`src/rtl/quad_encoder_counter_if.sv`:
```
// Encoder front-end bus: raw A/B lines and clear in, windowed count and flags out.
interface quad_encoder_counter_if;
   logic        enc_a;
   logic        enc_b;
   logic        clr;
   logic [31:0] code;
   logic        valid;
   logic        err;

   modport master (
      output enc_a, enc_b, clr,
      input  code, valid, err
   );

   modport slave (
      input  enc_a, enc_b, clr,
      output code, valid, err
   );
endinterface

```
`src/rtl/quad_encoder_counter.sv`:
```
// Quadrature encoder front end: synchronizes A/B, decodes at 4x resolution and reports the
// saturated signed count of each PERIOD-cycle window with a one-cycle valid strobe.
module quad_encoder_counter #(
   parameter int unsigned PERIOD = 50000
) (
   input  logic                  clk,
   input  logic                  rst_n,
   quad_encoder_counter_if.slave bus
);

   localparam int unsigned     CntW    = (PERIOD > 1) ? $clog2(PERIOD) : 1;
   localparam logic [CntW-1:0] CntLast = CntW'(PERIOD - 1);
   localparam logic [31:0]     AccMax  = 32'h7FFF_FFFF;
   localparam logic [31:0]     AccMin  = 32'h8000_0000;

   logic [1:0]      s1_q, s2_q, prev_q;
   logic [1:0]      prime_q, prime_d;
   logic [31:0]     acc_q, acc_d, acc_sum;
   logic [31:0]     code_q, code_d;
   logic [CntW-1:0] cnt_q, cnt_d;
   logic            valid_q, valid_d;
   logic            err_q, err_d;
   logic            priming, step_up, step_dn, illegal;
   logic [1:0]      delta;

   // Position of {A,B} along the forward cycle 00 -> 10 -> 11 -> 01.
   function automatic logic [1:0] gray_pos(input logic [1:0] ab);
      return {ab[0], ab[1] ^ ab[0]};
   endfunction

   // Step decode of prev -> s2 plus the saturated accumulator sum for this cycle.
   always_comb begin
      priming = (prime_q != 2'd3);
      delta   = gray_pos(s2_q) - gray_pos(prev_q);
      step_up = !priming && (delta == 2'b01);
      step_dn = !priming && (delta == 2'b11);
      illegal = !priming && (delta == 2'b10);
      acc_sum = acc_q;
      if (step_up && (acc_q != AccMax)) begin
         acc_sum = acc_q + 32'd1;
      end else if (step_dn && (acc_q != AccMin)) begin
         acc_sum = acc_q - 32'd1;
      end
   end

   // Window, accumulator and flag next-state; clr overrides the window close.
   always_comb begin
      prime_d = priming ? prime_q + 2'd1 : prime_q;
      acc_d   = acc_sum;
      cnt_d   = cnt_q + 1'b1;
      code_d  = code_q;
      valid_d = 1'b0;
      err_d   = err_q | illegal;
      if (bus.clr) begin
         acc_d  = '0;
         cnt_d  = '0;
         code_d = '0;
         err_d  = 1'b0;
      end else if (cnt_q == CntLast) begin
         // The closing cycle's own step belongs to the window being reported.
         code_d  = acc_sum;
         acc_d   = '0;
         cnt_d   = '0;
         valid_d = 1'b1;
      end
   end

   // State registers; prev always trails s2 so priming and clr need no special case.
   always_ff @(posedge clk or negedge rst_n) begin
      if (!rst_n) begin
         s1_q    <= 2'b00;
         s2_q    <= 2'b00;
         prev_q  <= 2'b00;
         prime_q <= 2'd0;
         acc_q   <= '0;
         cnt_q   <= '0;
         code_q  <= '0;
         valid_q <= 1'b0;
         err_q   <= 1'b0;
      end else begin
         s1_q    <= {bus.enc_a, bus.enc_b};
         s2_q    <= s1_q;
         prev_q  <= s2_q;
         prime_q <= prime_d;
         acc_q   <= acc_d;
         cnt_q   <= cnt_d;
         code_q  <= code_d;
         valid_q <= valid_d;
         err_q   <= err_d;
      end
   end

   assign bus.code  = code_q;
   assign bus.valid = valid_q;
   assign bus.err   = err_q;

endmodule
```
`src/flat_wrapper.sv`:
```
// flat-port wrapper written by rule: the top's interface ports become plain ports
module quad_encoder_counter_flat 
#(
   parameter int unsigned PERIOD = 50000
)
  (clk, rst_n, bus_enc_a, bus_enc_b, bus_clr, bus_code, bus_valid, bus_err);
  quad_encoder_counter_if bus_i ();
  input  logic clk;
  input  logic rst_n;
  input wire logic [$bits(bus_i.enc_a)-1:0] bus_enc_a;
  input wire logic [$bits(bus_i.enc_b)-1:0] bus_enc_b;
  input wire logic [$bits(bus_i.clr)-1:0] bus_clr;
  output wire logic [$bits(bus_i.code)-1:0] bus_code;
  output wire logic [$bits(bus_i.valid)-1:0] bus_valid;
  output wire logic [$bits(bus_i.err)-1:0] bus_err;
  assign bus_i.enc_a = bus_enc_a;
  assign bus_i.enc_b = bus_enc_b;
  assign bus_i.clr = bus_clr;
  assign bus_code = bus_i.code;
  assign bus_valid = bus_i.valid;
  assign bus_err = bus_i.err;
  quad_encoder_counter #(.PERIOD(PERIOD)) u_core (.clk(clk), .rst_n(rst_n), .bus(bus_i));
endmodule
```
`config.mk`:
```
export PLATFORM = sky130hd
export DESIGN_NAME = quad_encoder_counter_flat
export DESIGN_NICKNAME = d
export VERILOG_FILES = /design/src/rtl/quad_encoder_counter_if.sv /design/src/rtl/quad_encoder_counter.sv /design/src/flat_wrapper.sv
export SDC_FILE = /design/constraint.sdc
export NUM_CORES = 1
export LEC_CHECK = 0
export CAP_MARGIN = 10
export CORE_MARGIN = 4
export CORE_UTILIZATION = 44
export DETAILED_ROUTE_END_ITERATION = 8
export GPL_ROUTABILITY_DRIVEN = 0
export MAX_ROUTING_LAYER = met4
export PLACE_DENSITY_LB_ADDON = 0.08
export SKIP_LAST_GASP = 1
export SLEW_MARGIN = 0
export SYNTH_ARGS = -nofsm -noshare
export SYNTH_HDL_FRONTEND = slang
export SYNTH_SLANG_ARGS = --single-unit
```
`constraint.sdc`:
```
create_clock -name clk -period 2.4 [get_ports clk]
set_input_delay 0.48 -clock clk [delete_from_list [all_inputs] [get_ports clk]]
set_output_delay 0.48 -clock clk [all_outputs]
set_load 0.05 [all_outputs]
```
==> results of run 1 <==
[area by class of cell]
class / instances / share of cell area
Clock inverter: 6 / 0.0131
Timing Repair Buffer: 140 / 0.175
Tap cell: 140 / 0.0254
Multi-Input combinational cell: 370 / 0.420
Sequential cell: 90 / 0.327
Clock buffer: 10 / 0.0347
Inverter: 9 / 0.00490
[logic make-up after synthesis]
group,count (synthesis),share of synthesized area
mux,5,0.0106
compound gates,91,0.141
xor+xnor,46,0.0872
simple gates,222,0.255
flops,90,0.455
fa+ha+maj,6,0.0152
buf+inv,39,0.0364
[synth_stat cells (8+ instances only)]
| master | instances | area share |
|---|---|---|
| sky130_fd_sc_hd__dfrtp_1 | 90 | 0.45 |
| sky130_fd_sc_hd__nor2_1 | 63 | 0.048 |
| sky130_fd_sc_hd__nand2_1 | 36 | 0.027 |
| sky130_fd_sc_hd__xor2_1 | 29 | 0.051 |
| sky130_fd_sc_hd__o21ai_0 | 21 | 0.021 |
| sky130_fd_sc_hd__clkbuf_1 | 17 | 0.013 |
| sky130_fd_sc_hd__and3_1 | 15 | 0.019 |
| sky130_fd_sc_hd__nand3_1 | 15 | 0.015 |
| sky130_fd_sc_hd__xnor2_1 | 15 | 0.027 |
| sky130_fd_sc_hd__nand4_1 | 13 | 0.016 |
| sky130_fd_sc_hd__nor3_1 | 12 | 0.012 |
| sky130_fd_sc_hd__nor4_1 | 12 | 0.015 |
| sky130_fd_sc_hd__a21oi_1 | 9 | 0.0091 |
| sky130_fd_sc_hd__buf_2 | 9 | 0.0091 |
| sky130_fd_sc_hd__inv_1 | 9 | 0.0068 |
| sky130_fd_sc_hd__a311o_1 | 8 | 0.016 |
| sky130_fd_sc_hd__a32oi_1 | 8 | 0.014 |
[per-layer routing]
layer / share of wire / vias up / wire length, µm / track usage
met2: 0.47 / 111 / 6430 / 0.320
met5: 0 / - / 0 / -
met3: 0.042 / 26 / 575 / 0.0396
met4: 0.025 / 0 / 346 / 0.0966
met1: 0.47 / 2173 / 6470 / 0.306
li1: - / 2085 / - / -
[power by group through the flow]
stage | combinational [mW] | sequential [mW] | clock (mW)
3_3_place_gp | 3.19 | 2.00 | 0
3_5_place_dp | 3.21 | 2.00 | 0
4_1_cts | 3.46 | 1.98 | 1.58
6_report | 4.04 | 2.01 | 1.54
5_1_grt | 4.34 | 2.05 | 1.64
2_1_floorplan | 1.97 | 1.96 | 0
[state kept, by name, summed over array words and instances, names as in the netlist, 2 cells and up]
signal and count:
u_core.acc_q 32, u_core.bus.code 32, u_core.cnt_q 16, u_core.prev_q 2, u_core.prime_q 2, u_core.s1_q 2, u_core.s2_q 2
[repair_timing]
action                                  CTS  global route
pin swaps                                16            35
hold endpoints to repair                 13             0
resized for setup                        24            66
endpoints found under the setup margin   55            58
hold buffers                              1             0
buffers inserted                         10             9
[worst register-to-register path, cell delays in order (launching register included)]
cell and delay (ns):
sky130_fd_sc_hd__dfrtp_1 0.39, sky130_fd_sc_hd__xor2_1 0.15, sky130_fd_sc_hd__ha_1 0.31, sky130_fd_sc_hd__and2b_2 0.29
sky130_fd_sc_hd__nand4_1 0.16, sky130_fd_sc_hd__buf_6 0.18, sky130_fd_sc_hd__nor4_4 0.21, sky130_fd_sc_hd__buf_4 0.18
sky130_fd_sc_hd__a32oi_4 0.07, sky130_fd_sc_hd__and4bb_1 0.24, sky130_fd_sc_hd__a311o_1 0.26
[metrics by stage]
stage,instances,utilization,total power [mW],worst slack [ns],area [µm²]
after floorplan,499,-,3.93,0.000925,4950
after global placement,729,0.547,5.19,-0.165,5990
after detailed placement,729,0.547,5.21,-0.244,5990
after CTS,756,0.597,7.03,-0.125,6530
after global routing,765,0.630,8.03,-0.272,6890
final,765,0.630,7.59,-0.159,6890
[worst max-delay path by stage]
stage / startpoint / end / slack (ns) / cells past startpoint
detailed placement: u_core.s2_q[0]$_DFF_PN0_ / u_core.bus.code[25]$_DFFE_PN0P_ / -0.24 / 8
global placement: u_core.s2_q[0]$_DFF_PN0_ / u_core.bus.code[23]$_DFFE_PN0P_ / -0.17 / 8
CTS: u_core.s2_q[0]$_DFF_PN0_ / u_core.bus.code[25]$_DFFE_PN0P_ / -0.12 / 10
finish: u_core.prev_q[0]$_DFF_PN0_ / u_core.bus.code[25]$_DFFE_PN0P_ / -0.16 / 10
floorplan: u_core.prev_q[0]$_DFF_PN0_ / u_core.bus.code[18]$_DFFE_PN0P_ / 0.0009 / 8
global route: u_core.prev_q[1]$_DFF_PN0_ / u_core.bus.code[25]$_DFFE_PN0P_ / -0.27 / 10
==> summary.txt, run 1 <==
Worst setup path
  • Worst path arrival time: 2.79 ns
  • Worst setup slack for register-to-register paths: -0.16 ns
  • Slowest CP cell: sky130_fd_sc_hd__dfrtp_1
  • Worst path max stage delay: 0.39 ns
  • Critical Path Fanout Max: 4
  • Category of the critical setup timing path: flop to flop
  • Worst reg2reg endpoint: u_core.bus.code[25]$_DFFE_PN0P_
  • Kind of cell with the highest combined delay on the critical path: simple AND/OR/NAND/NOR gates
  • Crit path capture type: flop
  • Element type at the critical path start: flop
  • Worst Path Required: 2.63 ns
  • Crit path buf inv count: 2
  • Launching point of the worst reg2reg path: u_core.prev_q[0]$_DFF_PN0_
  • Sequence of cells on the critical path: xor2_1 -> ha_1 -> and2b_2 -> nand4_1 -> buf_6 -> nor4_4 -> buf_4 -> a32oi_4 -> and4bb_1 -> a311o_1
  • Worst reg2reg path depth: 10

Cells and area
  • Final layout net count: 631
  • Antenna Cells: 0
  • Highest-count cells in the layout ignoring fill and taps: sky130_fd_sc_hd__dfrtp_1 (90), sky130_fd_sc_hd__buf_4 (89), sky130_fd_sc_hd__nor2_1 (63)
  • Register area: 2250 µm²
  • Area delta synth->final: 39.1%
  • Most frequent standard cell in the layout excluding fill and tap cells: sky130_fd_sc_hd__dfrtp_1
  • Area taken by multi-input logic gates: 2900 µm²
  • Fill cell instance count of the final layout: 922
  • Fraction of layout cells with a size suffix above 1: 0.298

Die
  • Horizontal extent of the die: 114 µm
  • Site row count: 38
  • Core area: 10900 µm²
  • Height of the chip: 114 µm
  • Initial core utilization: 0.453
  • Top-level I/O count: 39
  • Die area: 13000 µm²

Global routing
  • Initial antenna violation count: 0
  • First-pass GRT wire length: 22100 µm
  • Maximum number of pins on one net before global-route repair: 49
  • Global-route total usage across every layer: 0.221
  • Number of global-route vias before repair: 4355
  • Leftover overflow at the end of global routing: 0

Clock tree
  • Worst-skew pair later-pin latency: 0.35 ns
  • Cell chosen for the clock root: sky130_fd_sc_hd__clkbuf_16
  • Maximum number of buffers from clock root to sink: 2
  • Clock tree from TritonCTS: yes
  • CTS clk-pin slew, worst paths: 0.07 ns
  • Sinks on Clock Net: 90
  • H-tree Lvls: 3
  • Number of CTS-inserted buffers: 9

Timing
  • Unrepaired setup endpoints after global routing: true
  • Total Negative Setup Slacks: -1.73 ns
  • Post-Route Skew: 0.00704 ns
  • Number of setup violations in the final report: 30
  • Final period utilization: 1.07
  • Final Max Tran Viols: 0
  • Measured slew at the worst slew-check pin: 0.552 ns
  • Final WS setup: -0.159 ns
  • Hold violation total from the final report: 0
  • Worst hold margin: 0.358 ns
  • Max-slew headroom: 0.631
  • Maximum clock rate: 391 MHz
  • Shortest period the worst path allows: 2.56 ns

Worst hold path
  • Number of stages on the worst hold path: 0
  • Worst-case hold path end point: u_core.s2_q[0]$_DFF_PN0_
  • Launch point of the worst hold path: u_core.s1_q[0]$_DFF_PN0_
  • Tightest Hold Check Type: flop to flop

Yosys
  • Post-synth net total: 510
  • Sequential fraction of the synthesis area: 0.455
  • Leading register cell type out of synthesis: sky130_fd_sc_hd__dfrtp_1
  • Count of cell types in the netlist: 70
  • Syn. warnings: 0
  • Cell area after synthesis: 4950 µm²
  • Synth Register Bits: 90
  • Syn avg cell area: 9.92 µm²
  • Fraction of registers with async set/reset: 1.00
  • Cell count after synthesis: 499
  • EDFF count, synth: 0

Placement
  • Number of buffers added on ports: 38
  • HPWL after detailed placement: 9650 µm

Route
  • Router iterations before antenna repair: 4
  • DR iter-0 viols: 218
  • Via-to-Cell Ratio: 5.75
  • Post-DRT Antenna Nets: 0
  • Overall via count from detail_route: 4395
  • Number of DRC violations after detailed routing: 0
  • Routed length per placed instance: 18.1 µm
  • Detailed Route WL: 13800 µm

Power
  • Power dissipated by switching net loads: 3.12 mW
  • Standby leakage power: 2.92 nW
  • Proportion of power drawn by flip-flops and latches: 0.265
  • Design internal power: 4.47 mW
  • Clock Power Share: 0.203
  • Fraction of power spent switching nets: 0.411
  • Gate power share: 0.532
  • Worst supply voltage drop on vdd: 0.578 mV
  • Power density over cell area: 1100 nW/µm²

Run status
  • Failing checks: setup timing
  • Outcome: finished, violations left

Flow run
  • Max-capacitance violation count: 0
Note: power is estimated with default switching activity, not from simulation.
==> inputs of run 2 (changes only) <==
Settings changed: GPL_TIMING_DRIVEN set to 0.
==> run 2 against run 1 <==
  * The flow still finishes with violations (setup timing)
  * Critical path depth fell by 1
  * Non-clock buffer count decreased by 45
  * Maximum frequency down 1.6%
  * Power decreased by 8.0%
  * Core utilization shrank 2.9 points
  * Sequential cell count did not move
  * Cell area down 4.6%
  * Critical path type unchanged
  * Critical endpoint unchanged
  * Largest cell class unchanged
==> summary.txt, run 2 (synthesis results as in run 1) <==
Placement
  • Post-Place Cells: 678 (-7.0%)
  • Number of buffers added on ports: 38 (unchanged)
  • Area post-placement: 5530 µm² (-7.6%)
  • Worst Setup Slack post-DPL: -0.468 ns (-0.223 ns)
  • HPWL after detailed placement: 9060 µm (-6.1%)

Die
  • Site row count: 38 (unchanged)
  • Core area: 10900 µm² (unchanged)
  • Horizontal extent of the die: 114 µm (unchanged)
  • Height of the chip: 114 µm (unchanged)
  • Initial core utilization: 0.453 (unchanged)
  • Die area: 13000 µm² (unchanged)
  • Top-level I/O count: 39 (unchanged)

Timing
  • Total Negative Setup Slacks: -4.13 ns (-2.40 ns)
  • Post-Route Skew: 0.00886 ns (+0.00182 ns)
  • Final Max Tran Viols: 0 (unchanged)
  • Worst hold margin: 0.0802 ns (-0.278 ns)
  • Maximum clock rate: 384 MHz (-1.6%)
  • Unrepaired setup endpoints after global routing: true
  • Hold violation total from the final report: 0 (unchanged)
  • Number of setup violations in the final report: 36 (+20%)
  • Shortest period the worst path allows: 2.60 ns (+0.0417 ns)
  • Measured slew at the worst slew-check pin: 0.621 ns (+0.0692 ns)
  • Final period utilization: 1.08 (+0.0174)
  • Final WS setup: -0.201 ns (-0.0417 ns)
  • Max-slew headroom: 0.586 (-0.0450)

Global routing
  • Maximum number of pins on one net before global-route repair: 61 (+24%)
  • Number of global-route vias before repair: 4154 (-4.6%)
  • Leftover overflow at the end of global routing: 0 (unchanged)
  • First-pass GRT wire length: 21700 µm (-2.0%)
  • Initial antenna violation count: 0 (unchanged)
  • Global-route total usage across every layer: 0.219 (-0.00239)

Worst setup path
  • Crit path capture type: flop
  • Element type at the critical path start: flop
  • Category of the critical setup timing path: flop to flop
  • Worst path arrival time: 2.82 ns (+0.03 ns)
  • Critical Path Fanout Max: 6 (+2)
  • Worst Path Required: 2.62 ns (about the same)

Route
  • Overall via count from detail_route: 4253 (-3.2%)
  • Number of DRC violations after detailed routing: 0 (unchanged)
  • Routed length per placed instance: 19.4 µm (+7.3%)
  • Post-DRT Antenna Nets: 0 (unchanged)
  • Router iterations before antenna repair: 5 (+1)
  • Detailed Route WL: 13900 µm (+0.80%)
  • DR iter-0 viols: 344 (+58%)
  • Via-to-Cell Ratio: 5.92 (+3.0%)

Clock tree
  • Worst-skew pair later-pin latency: 0.34 ns (about the same)
  • Number of CTS-inserted buffers: 9 (unchanged)
  • Maximum number of buffers from clock root to sink: 2 (unchanged)
  • Number of buffers added to fix hold violations after cts: 0 (-1)
  • Sinks on Clock Net: 90 (unchanged)
  • H-tree Lvls: 3 (unchanged)
  • Clock tree from TritonCTS: yes
  • Cell chosen for the clock root: sky130_fd_sc_hd__clkbuf_16
  • CTS clk-pin slew, worst paths: 0.07 ns (about the same)

Worst hold path
  • Tightest Hold Check Type: input pin to asynchronous set/reset pin

Cells and area
  • Most frequent standard cell in the layout excluding fill and tap cells: sky130_fd_sc_hd__dfrtp_1
  • Finished Layout Cells: 719 (-6.0%)
  • Antenna Cells: 0 (unchanged)
  • Highest-count cells in the layout ignoring fill and taps: sky130_fd_sc_hd__dfrtp_1 (90), sky130_fd_sc_hd__nor2_1 (61), sky130_fd_sc_hd__clkdlybuf4s50_1 (37)
  • Final cell utilization of the core: 0.601 (-0.0287)
  • Fraction of layout cells with a size suffix above 1: 0.247 (-0.0506)
  • Final layout net count: 586 (-7.1%)
  • Layout Cell Area excl Fill: 6580 µm² (-4.6%)
  • Area delta synth->final: 32.8%

Flow run
  • Max-capacitance violation count: 0 (unchanged)

Run status
  • Outcome: finished, violations left
  • Failing checks: setup timing

Power
  • Power density over cell area: 1060 nW/µm² (-3.6%)
  • Power, Total: 6.98 mW (-8.0%)
  • Worst supply voltage drop on vdd: 0.687 mV (+19%)
  • Standby leakage power: 2.69 nW (-8.1%)
-- run 2: cell count changes in the layout (fill, tap and decap cells not counted), sizes merged --
cell and change:
clkinv -3, clkbuf +18, dlygate4sd3 -1, buf -59, clkinvlp -1
-- run 2: worst max-delay path, cell delays in order, from the launching register on --
cell and delay, ns:
sky130_fd_sc_hd__dfrtp_1 0.39, sky130_fd_sc_hd__xor2_1 0.15, sky130_fd_sc_hd__ha_1 0.32, sky130_fd_sc_hd__and2b_4 0.31, sky130_fd_sc_hd__nand2_2 0.12, sky130_fd_sc_hd__a2111oi_4 0.32
sky130_fd_sc_hd__buf_4 0.21, sky130_fd_sc_hd__a32oi_2 0.17, sky130_fd_sc_hd__and4bb_1 0.23, sky130_fd_sc_hd__a311o_1 0.26
-- run 2: where the power goes --
part | leakage, nW | internal, mW | total, mW | switching (mW)
Sequential | 1.22 | 1.72 | 2.07 | 0.356
Combinational | 1.31 | 1.30 | 3.38 | 2.08
Clock | 0.156 | 0.965 | 1.54 | 0.572
-- run 2: final timing paths --
check                                                start                              end  slack (ns)  cells past startpoint
worst max-delay path            u_core.prev_q[0]$_DFF_PN0_  u_core.bus.code[25]$_DFFE_PN0P_       -0.20                      9
worst min register to register    u_core.s1_q[0]$_DFF_PN0_         u_core.s2_q[0]$_DFF_PN0_        0.35                      0
max in group asynchronous                            rst_n  u_core.bus.code[27]$_DFFE_PN0P_        1.67                      2
min in group clk                  u_core.s1_q[0]$_DFF_PN0_         u_core.s2_q[0]$_DFF_PN0_        0.35                      0
worst max register to register  u_core.prev_q[0]$_DFF_PN0_  u_core.bus.code[25]$_DFFE_PN0P_       -0.20                      9
worst min-delay path                                 rst_n       u_core.acc_q[19]$_DFF_PN0_        0.08                      1
-- run 2: final cells by class --
| cell class | instances | area (µm²) |
|---|---|---|
| Inverter | 9 | 33.8 |
| Fill cell | 908 | 4360 |
| Buffer | 27 | 158 |
| Multi-Input combinational cell | 370 | 2980 |
| Sequential cell | 90 | 2250 |
| Clock inverter | 2 | 60.1 |
| Clock buffer | 13 | 260 |
| Timing Repair Buffer | 68 | 653 |
| Tap cell | 140 | 175 |
-- run 2: layer usage --
layer	GRT usage	up-vias	wire length [µm]
met1	0.300	2077	6140
met4	0.0903	0	458
met3	0.0338	37	774
met2	0.326	160	6560
met5	-	-	0
li1	-	1979	-
-- run 2: timing repair --
action | 4_1_cts | 5_1_grt
pin swaps | 17 | 25
cloned | 0 | 0
endpoints found under the hold margin | 0 | 0
endpoints found under the setup margin | 76 | 77
buffers inserted | 16 | 13
gates resized for setup | 40 | 71
